<file path="config.mk">
export PLATFORM = sky130hd
export DESIGN_NAME = mem_stage
export DESIGN_NICKNAME = d
export VERILOG_FILES = /design/src/rtl/mem_stage.sv
export SDC_FILE = /design/constraint.sdc
export NUM_CORES = 1
export LEC_CHECK = 0
export ABC_AREA = 1
export CAP_MARGIN = 25
export CORE_MARGIN = 5
export CORE_UTILIZATION = 42
export DETAILED_ROUTE_END_ITERATION = 8
export GPL_TIMING_DRIVEN = 1
export PLACE_DENSITY = 0.86
export SLEW_MARGIN = 20
export SYNTH_ARGS = -nofsm -noshare
export SYNTH_HDL_FRONTEND = slang
export SYNTH_SLANG_ARGS = --single-unit
</file>
<file path="constraint.sdc">
create_clock -name clk -period 5.71 [get_ports clk]
set_input_delay 0.571 -clock clk [delete_from_list [all_inputs] [get_ports clk]]
set_output_delay 0.571 -clock clk [all_outputs]
set_load 0.05 [all_outputs]
</file>
<file path="src/rtl/mem_stage.sv">
// mem_stage: MEM stage of the 16-bit pipeline. It owns the data-memory req/ack
//   handshake, resolves branches, produces the EX forwarding value and the MEM/WB register.
// Latency: a memory op takes at least 2 cycles (IDLE, then REQ with ack). Branch and forward
//   outputs are combinational. MEM/WB is updated one edge after the stage is released.
// Backpressure: stall_mem_o holds the upstream pipeline for as long as a memory op is
//   outstanding. MEM/WB receives bubbles while the stall is active.
// Ports: clk/rst; EX/MEM inputs (*M_i); dmem_* request/response; stall_mem_o; branch_*;
//   WBResultM_o forwarding value; MEM/WB outputs (*W_o).
module mem_stage #(
  parameter int DATA_WIDTH = 16,
  parameter int ADDR_WIDTH = 8,
  parameter int IMM8_WIDTH = 8,
  parameter int REG_WIDTH  = 4
) (
  input  logic                  clk,
  input  logic                  rst,
  input  logic [ADDR_WIDTH-1:0] PCM_i,
  input  logic [DATA_WIDTH-1:0] WriteDataM_i,
  input  logic [IMM8_WIDTH-1:0] imm8M_i,
  input  logic [REG_WIDTH-1:0]  WriteRegM_i,
  input  logic [DATA_WIDTH-1:0] alu_outM_i,
  input  logic                  RegWriteM_i,
  input  logic                  BranchM_i,
  input  logic                  MemReadM_i,
  input  logic                  MemWriteM_i,
  input  logic                  MemToRegM_i,
  input  logic                  MovM_i,
  input  logic                  flush_MEM_WB_i,
  output logic                  dmem_req_o,
  output logic                  dmem_we_o,
  output logic [ADDR_WIDTH-1:0] dmem_addr_o,
  output logic [DATA_WIDTH-1:0] dmem_wdata_o,
  input  logic [DATA_WIDTH-1:0] dmem_rdata_i,
  input  logic                  dmem_ack_i,
  output logic                  stall_mem_o,
  output logic                  branch_taken_o,
  output logic [ADDR_WIDTH-1:0] branch_target_o,
  output logic [DATA_WIDTH-1:0] WBResultM_o,
  output logic [DATA_WIDTH-1:0] ReadDataW_o,
  output logic [DATA_WIDTH-1:0] ResultAluW_o,
  output logic [REG_WIDTH-1:0]  WriteRegW_o,
  output logic                  RegWriteW_o,
  output logic                  MemToRegW_o
);

  typedef enum logic {IDLE, REQ} state_t;

  state_t                state, state_nxt;
  logic                  mem_op;
  logic                  acked;
  logic                  rd_done;
  logic                  req_nxt;
  logic                  we_nxt;
  logic [ADDR_WIDTH-1:0] addr_nxt;
  logic [DATA_WIDTH-1:0] wdata_nxt;

  assign mem_op      = MemReadM_i | MemWriteM_i;
  // An ack only counts while a request is actually outstanding.
  assign acked       = (state == REQ) & dmem_ack_i;
  assign rd_done     = acked & ~dmem_we_o;
  assign stall_mem_o = mem_op & ~acked;

  assign branch_taken_o  = BranchM_i & (alu_outM_i == '0);
  // Unsigned sum truncated to the PC width, so targets wrap around the address space.
  assign branch_target_o = PCM_i + ADDR_WIDTH'(1) + ADDR_WIDTH'(imm8M_i);
  assign WBResultM_o     = MovM_i ? DATA_WIDTH'(imm8M_i) : alu_outM_i;

  always_comb begin
    state_nxt = state;
    req_nxt   = dmem_req_o;
    we_nxt    = dmem_we_o;
    addr_nxt  = dmem_addr_o;
    wdata_nxt = dmem_wdata_o;
    case (state)
      IDLE: begin
        if (mem_op) begin
          state_nxt = REQ;
          req_nxt   = 1'b1;
          // A write takes precedence when both read and write are set.
          we_nxt    = MemWriteM_i;
          addr_nxt  = alu_outM_i[ADDR_WIDTH-1:0];
          wdata_nxt = WriteDataM_i;
        end
      end
      REQ: begin
        if (dmem_ack_i) begin
          state_nxt = IDLE;
          req_nxt   = 1'b0;
        end
      end
      default: begin
        state_nxt = IDLE;
        req_nxt   = 1'b0;
      end
    endcase
  end

  always_ff @(posedge clk or posedge rst) begin
    if (rst) begin
      state        <= IDLE;
      dmem_req_o   <= 1'b0;
      dmem_we_o    <= 1'b0;
      dmem_addr_o  <= '0;
      dmem_wdata_o <= '0;
    end else begin
      state        <= state_nxt;
      dmem_req_o   <= req_nxt;
      dmem_we_o    <= we_nxt;
      dmem_addr_o  <= addr_nxt;
      dmem_wdata_o <= wdata_nxt;
    end
  end

  // MEM/WB register. A flush zeroes the register but leaves the FSM alone, so an
  // in-flight access still completes at the memory.
  always_ff @(posedge clk or posedge rst) begin
    if (rst) begin
      ReadDataW_o  <= '0;
      ResultAluW_o <= '0;
      WriteRegW_o  <= '0;
      RegWriteW_o  <= 1'b0;
      MemToRegW_o  <= 1'b0;
    end else if (flush_MEM_WB_i) begin
      ReadDataW_o  <= '0;
      ResultAluW_o <= '0;
      WriteRegW_o  <= '0;
      RegWriteW_o  <= 1'b0;
      MemToRegW_o  <= 1'b0;
    end else if (stall_mem_o) begin
      RegWriteW_o  <= 1'b0;
      MemToRegW_o  <= 1'b0;
    end else begin
      if (rd_done) ReadDataW_o <= dmem_rdata_i;
      ResultAluW_o <= WBResultM_o;
      WriteRegW_o  <= WriteRegM_i;
      RegWriteW_o  <= RegWriteM_i;
      MemToRegW_o  <= MemToRegM_i;
    end
  end

endmodule

</file>
==> results.cfg <==
[drt]
postRouteAntennaNets = 0
vias = 3042
routed_wirelength_mm = 9.242
drtPass1Iterations = 4
wl_per_cell_um = 14.09
vias_per_cell = 4.637
drc = 0
drtIter0Drc = 106

[finish]
diodes = 0
fillCellCount = 601
area_growth_pct = 61.65
drive_gt1_frac = 0.05027
final_core_util = 0.6953
nNetsFinal = 638

[sta]
fin_crit_ps = 3571
timing.fmax_ghz = 0.2800
timing.hold.ws_ps = 472.1
min_period_over_period = 0.6254
tightest_slew_ps = 815.4
setup-violations-final = 0
tns_ps = 0
skew_ps = 8.047
setup_ws_ps = 2139
rsz0062_at_grt = false
relSlewSlack = 0.4564
finalMaxSlewViolations = 0
hold_viol = 0

[clocking]
clockRootBuffer = clkbuf_8
cts_hold_buf = 0
cts_made_buffers = 9
cts_setup_buffers = 0
clockBufferDepth = 2
cts.sinks = 65
clock_latency_ps = 330
cts_tree = yes
htree_levels = 3
cts_resized = 0
path_clk_slew_ps = 70

[floorplan]
io-pin-count = 168
die_area_um2 = 9207
die_height_um = 95.96
core_area_um2 = 7214
start_util = 0.4301
rows = 31
fp.dieW_um = 95.96

[synth]
seq_area_frac_synth = 0.5242
synth_cell_type_count = 25
postSynthCellCount = 386
synth_warnings = 0
synth.top_cell.area_share = 0.5242
netlist_top_cells_area = dfrtp_1, nand2_1, inv_1
synth_seq_cells = 65
synth_commonest_cells = nand2_1, dfrtp_1, inv_1
synth_nets = 472
synth.avg_cell_area_um2 = 8.039
synthMostInstantiatedCell = nand2_1
yosys.area.top_type = dfrtp_1
synthFlopType = dfrtp_1
syn-cell-area_um2 = 3103
synth-edff-count = 0
async_reset_ff_frac = 1.000

[worst_setup_path]
slowest_delay_ps = 800
crit_path_frequent_cell = nand2_1
critPathKind = in -> out
worstPathRequired_ps = 5140
crit_path_start_kind = input port
critPathMaxFanout = 2
critical_path_buf_inv_count = 4
r2r_cells = 3
worstSetupEndpointType = output pin
slowest_stage = clkdlybuf4s50_1
crit_chain = clkdlybuf4s50_1, inv_1, ha_1, fa_1, inv_1, nand2_1, nand2_1, nand3b_1, nand2_1, nand2_1, nand2_1, clkdlybuf4s50_1
critPathTopFamily = buffers and inverters
reg2reg_from = state$_DFF_PP0_
timing.rr.end = dmem_addr_o[2]$_DFFE_PP0P_
r2r_setup_slack_ps = 4220
crit_arrival_ps = 3000

[global_routing]
overflow = 0
grtUsageTotal = 0.2092
grt_max_degree = 66
grt_pass1_wl_mm = 14.79
first_global_vias = 3141
antenna_found_initial = 0

[hold_path]
hold_depth = 2
worstHoldStart = dmem_wdata_o[6]$_DFFE_PP0P_
holdPathEnd = dmem_wdata_o[6]$_DFFE_PP0P_
min-delay-path-class = reg -> reg

[power_and_ir_drop]
leakagePower_nw = 2.421
p_per_area_nw_per_um2 = 365.4
ir_drop_uv = 186.2
power.total_mw = 1.833

[run]
maxCapViolations = 0

[placement]
gp_congestion = 0.8378
io_buffers = 167
hpwlAfterDp_mm = 7.152
pre_cts_slack_ps = 2171

[outcome]
status = finished clean
## how the worst max path moves through the flow
stage | slack, ps | endpoint | from | cells past startpoint
6_report | 2140 | branch_target_o[6] | imm8M_i[0] | 12
5_1_grt | 2040 | branch_target_o[6] | imm8M_i[0] | 12
4_1_cts | 2160 | branch_target_o[6] | imm8M_i[0] | 12
3_5_place_dp | 2170 | branch_target_o[6] | imm8M_i[0] | 12
3_3_place_gp | 2210 | branch_target_o[6] | imm8M_i[0] | 12
2_1_floorplan | 2900 | branch_target_o[4] | PCM_i[0] | 8
## worst register-to-register path, stage by stage, from the launching register on
cell	delay, ps
dfrtp_1	400
inv_2	240
nand2_2	420
o21ai_0	340
## power by group
part           switching [mW]  leakage [nW]  internal [mW]  total, mW
Combinational           0.580          1.48          0.281      0.861
Clock                   0.172        0.0933          0.201      0.373
Sequential             0.0501         0.846          0.549      0.599
Total                   0.802          2.42           1.03       1.83
## logic make-up after synthesis
| group | after synthesis | synth area share |
|---|---|---|
| AOI/OAI and AO/OA | 39 | 0.06412 |
| xor gates and xnor gates | 4 | 0.01129 |
| adders and majority gates | 8 | 0.03468 |
| buffers and inverters | 70 | 0.09516 |
| DFF | 65 | 0.5242 |
| and+or+nand+nor | 200 | 0.2706 |
## sequential cells by signal, summed over array words and instances (netlist names)
signal and flops:
MemToRegW_o 1, ReadDataW_o 16, RegWriteW_o 1, ResultAluW_o 16, WriteRegW_o 4, dmem_addr_o 8
dmem_req_o 1, dmem_wdata_o 16, dmem_we_o 1, state 1
## per-stage QoR
stage	cell area, um2	instances
2_1_floorplan	3103	386
3_3_place_gp	4828	640
3_5_place_dp	4828	640
4_1_cts	5016	656
5_1_grt	5016	656
6_report	5016	656
## layout by cell type (no fill, tap or decap), types with 2 or more instances in the layout
master,synthesis,routed
nand2_1,135,135
nor2_1,18,18
xnor2_1,3,3
clkbuf_8,0,9
nand2_2,3,3
buf_4,2,2
nand4_1,3,3
a21oi_1,4,4
nand3_1,36,36
dfrtp_1,65,65
clkinv_2,0,2
inv_2,3,4
nor2_4,2,2
clkbuf_1,1,2
o21ai_0,24,24
ha_1,7,7
inv_1,53,52
o21ai_1,10,10
clkdlybuf4s50_1,0,167
## routing by layer
metal / part of all wire / global-route usage / up-vias
li1: - / - / 1525
met3: 0.10 / 0.08444 / 15
met4: 0.017 / 0.06517 / 0
met2: 0.49 / 0.3526 / 125
met5: 0 / 0 / -
met1: 0.40 / 0.2437 / 1377
## layout make-up
type	instances	area, um2	share of cell area
Clock buffer	11	131.4	0.02619
Clock inverter	5	56.30	0.01122
Inverter	56	210.2	0.04191
Multi-Input combinational cell	251	1181	0.2355
Sequential cell	65	1627	0.3243
Tap cell	99	123.9	0.02469
Timing Repair Buffer	169	1687	0.3362
(Power assumes the default switching activity.)
==> variant, RTL diff (config.mk and constraints unchanged) <==
`DATA_WIDTH`: 16 -> 20.
--- a/src/rtl/mem_stage.sv
+++ b/src/rtl/mem_stage.sv
@@ -7,7 +7,7 @@
 // Ports: clk/rst; EX/MEM inputs (*M_i); dmem_* request/response; stall_mem_o; branch_*;
 //   WBResultM_o forwarding value; MEM/WB outputs (*W_o).
 module mem_stage #(
-  parameter int DATA_WIDTH = 16,
+  parameter int DATA_WIDTH = 20,
   parameter int ADDR_WIDTH = 8,
   parameter int IMM8_WIDTH = 8,
   parameter int REG_WIDTH  = 4
Ports: changed (7 resized); port bits go from 168 to 196. No check against the original RTL was run, so the function may have changed too.
==> variant against the unedited design <==
- synthesized cell count rose by 16%
- wire length rose by 22%
- highest routed layer unchanged
- clock power rose by 34%
- hold slack improved by 0.0074 ns
- global-route usage rose by 1.2 points
- setup slack improved by 0.017 ns
- total power rose by 21%
- sequential cell count rose by 12
- combinational power rose by 17%
- largest cell class unchanged
- die area rose by 14%
- design area rose by 17%
- critical path type unchanged
- largest power group unchanged
- synthesized area rose by 16%
- non-clock buffer count rose by 29
==> variant: results (changes against the unedited design) <==
\begin{tabular}{lr}
\hline
Metric & Value \\
\hline
\multicolumn{2}{l}{\textbf{Status}} \\
Run status & completed \\
\multicolumn{2}{l}{\textbf{Placement}} \\
Post-detailed-placement half-perimeter wirelength & 8.85 mm (+24\%) \\
Port bufs & 195 (+17\%) \\
Dpl cell area & 5580 um\^{}2 (+16\%) \\
Routability Congestion & 0.838 (about the same) \\
\multicolumn{2}{l}{\textbf{Drt}} \\
Number of DRC markers after the initial detailed-route iteration & 65 (-39\%) \\
DR WL/cell & 15.2 um (+7.6\%) \\
\multicolumn{2}{l}{\textbf{Cells and area}} \\
Biggest regs & ReadDataW\_o x20, ResultAluW\_o x20, dmem\_wdata\_o x20 \\
Fill cell total of the finished layout & 649 (+8.0\%) \\
\multicolumn{2}{l}{\textbf{Global routing}} \\
Global Route met1 Usage & 23.3\% (-1.1 points) \\
Largest net degree at the start of global routing & 78 (+18\%) \\
GR Util met3 & 9.42\% (+0.98 points) \\
Gr usage total & 22.1\% (+1.2 points) \\
Number of global-route vias before repair & 3832 (+22\%) \\
Met2 track demand over resource & 39.4\% (+4.2 points) \\
\multicolumn{2}{l}{\textbf{Timing}} \\
Transition time of the tightest slew-check pin & 0.858 ns (+0.0425 ns) \\
Fin worst setup slack & 2.16 ns (+0.0174 ns) \\
\multicolumn{2}{l}{\textbf{Critical path}} \\
Arrival time of the worst setup path & 2.98 ns (-0.02 ns) \\
Register-to-Register Setup Slack & 4.16 ns (-0.06 ns) \\
Crit Reg-Reg Endpoint & ReadDataW\_o[16] \\
Depth of the worst register-to-register path & 4 (+1) \\
\multicolumn{2}{l}{\textbf{Synth}} \\
Seq/Total Area, Yosys & 53.6\% (+1.2 points) \\
Synth Area in Adders & 3.00\% (-0.47 points) \\
Post-synthesis compound-gate area fraction & 6.17\% (-0.25 points) \\
Top post-synthesis cells by area & sky130\_fd\_sc\_hd\_\_dfrtp\_1, sky130\_fd\_sc\_hd\_\_nand2\_1, sky130\_fd\_sc\_hd\_\_inv\_1, sky130\_fd\_sc\_hd\_\_o21ai\_0, sky130\_fd\_sc\_hd\_\_nand3\_1 \\
Xor-xnor portion of the synthesized cell area & 0.975\% (-0.15 points) \\
\multicolumn{2}{l}{\textbf{Power}} \\
Switching Share & 41.7\% (-2.0 points) \\
\hline
\end{tabular}
## variant: cell families (layout without fill, tap and decap cells)
group	after synthesis	count (layout)
fa+ha+maj	8	8
buf+inv	82	276
simple gates	232	232
compound gates	43	43
flops	77	77
xor+xnor	4	4
## variant: power groups by stage
stage / logic, mW / registers, mW / clock network (mW)
2_1_floorplan: 0.267 / 1.08 / 0
3_3_place_gp: 0.996 / 0.713 / 0
3_5_place_dp: 1.01 / 0.720 / 0
4_1_cts: 1.01 / 0.710 / 0.508
5_1_grt: 1.07 / 0.726 / 0.529
6_report: 1.01 / 0.709 / 0.499
## variant: worst min-delay path by stage
stage                     start                to  depth (start not counted)
2_1_floorplan             state             state                          2
3_3_place_gp   ResultAluW_o[15]  ResultAluW_o[15]                          2
3_5_place_dp   dmem_wdata_o[10]  dmem_wdata_o[10]                          2
4_1_cts         dmem_wdata_o[7]   dmem_wdata_o[7]                          2
5_1_grt        ResultAluW_o[15]  ResultAluW_o[15]                          2
6_report        dmem_wdata_o[4]   dmem_wdata_o[4]                          2
## variant: per-stage QoR
step / instances / total power [mW] / utilization, %
2_1_floorplan: 446 / 1.35 / -
3_3_place_gp: 729 / 1.71 / 67.5
3_5_place_dp: 729 / 1.73 / 67.5
4_1_cts: 744 / 2.23 / 70.5
5_1_grt: 745 / 2.32 / 70.8
6_report: 745 / 2.21 / 70.8
## variant: final cells by class
cell class / instances / share of cell area (%)
clock buffer: 11 / 2.59
clock inverter: 4 / 1.63
inverter: 63 / 4.07
multi-input combinational: 287 / 22.5
sequential: 77 / 33.0
tap: 105 / 2.25
timing repair buffer: 198 / 34.0
## variant: worst max-delay path, delay by kind of cell
| kind | cells | cell delay (ns) |
|---|---|---|
| and+or+nand+nor | 6 | 0.39 |
| adders and majority gates | 2 | 0.61 |
| buffers and inverters | 4 | 1.41 |
## variant: per-layer routing
| metal | up-vias | part of all wire, % |
|---|---|---|
| met3 | 18 | 11 |
| met5 | - | 0 |
| met1 | 1644 | 37 |
| met2 | 144 | 50 |
| met4 | 0 | 2.1 |
| li1 | 1733 | - |
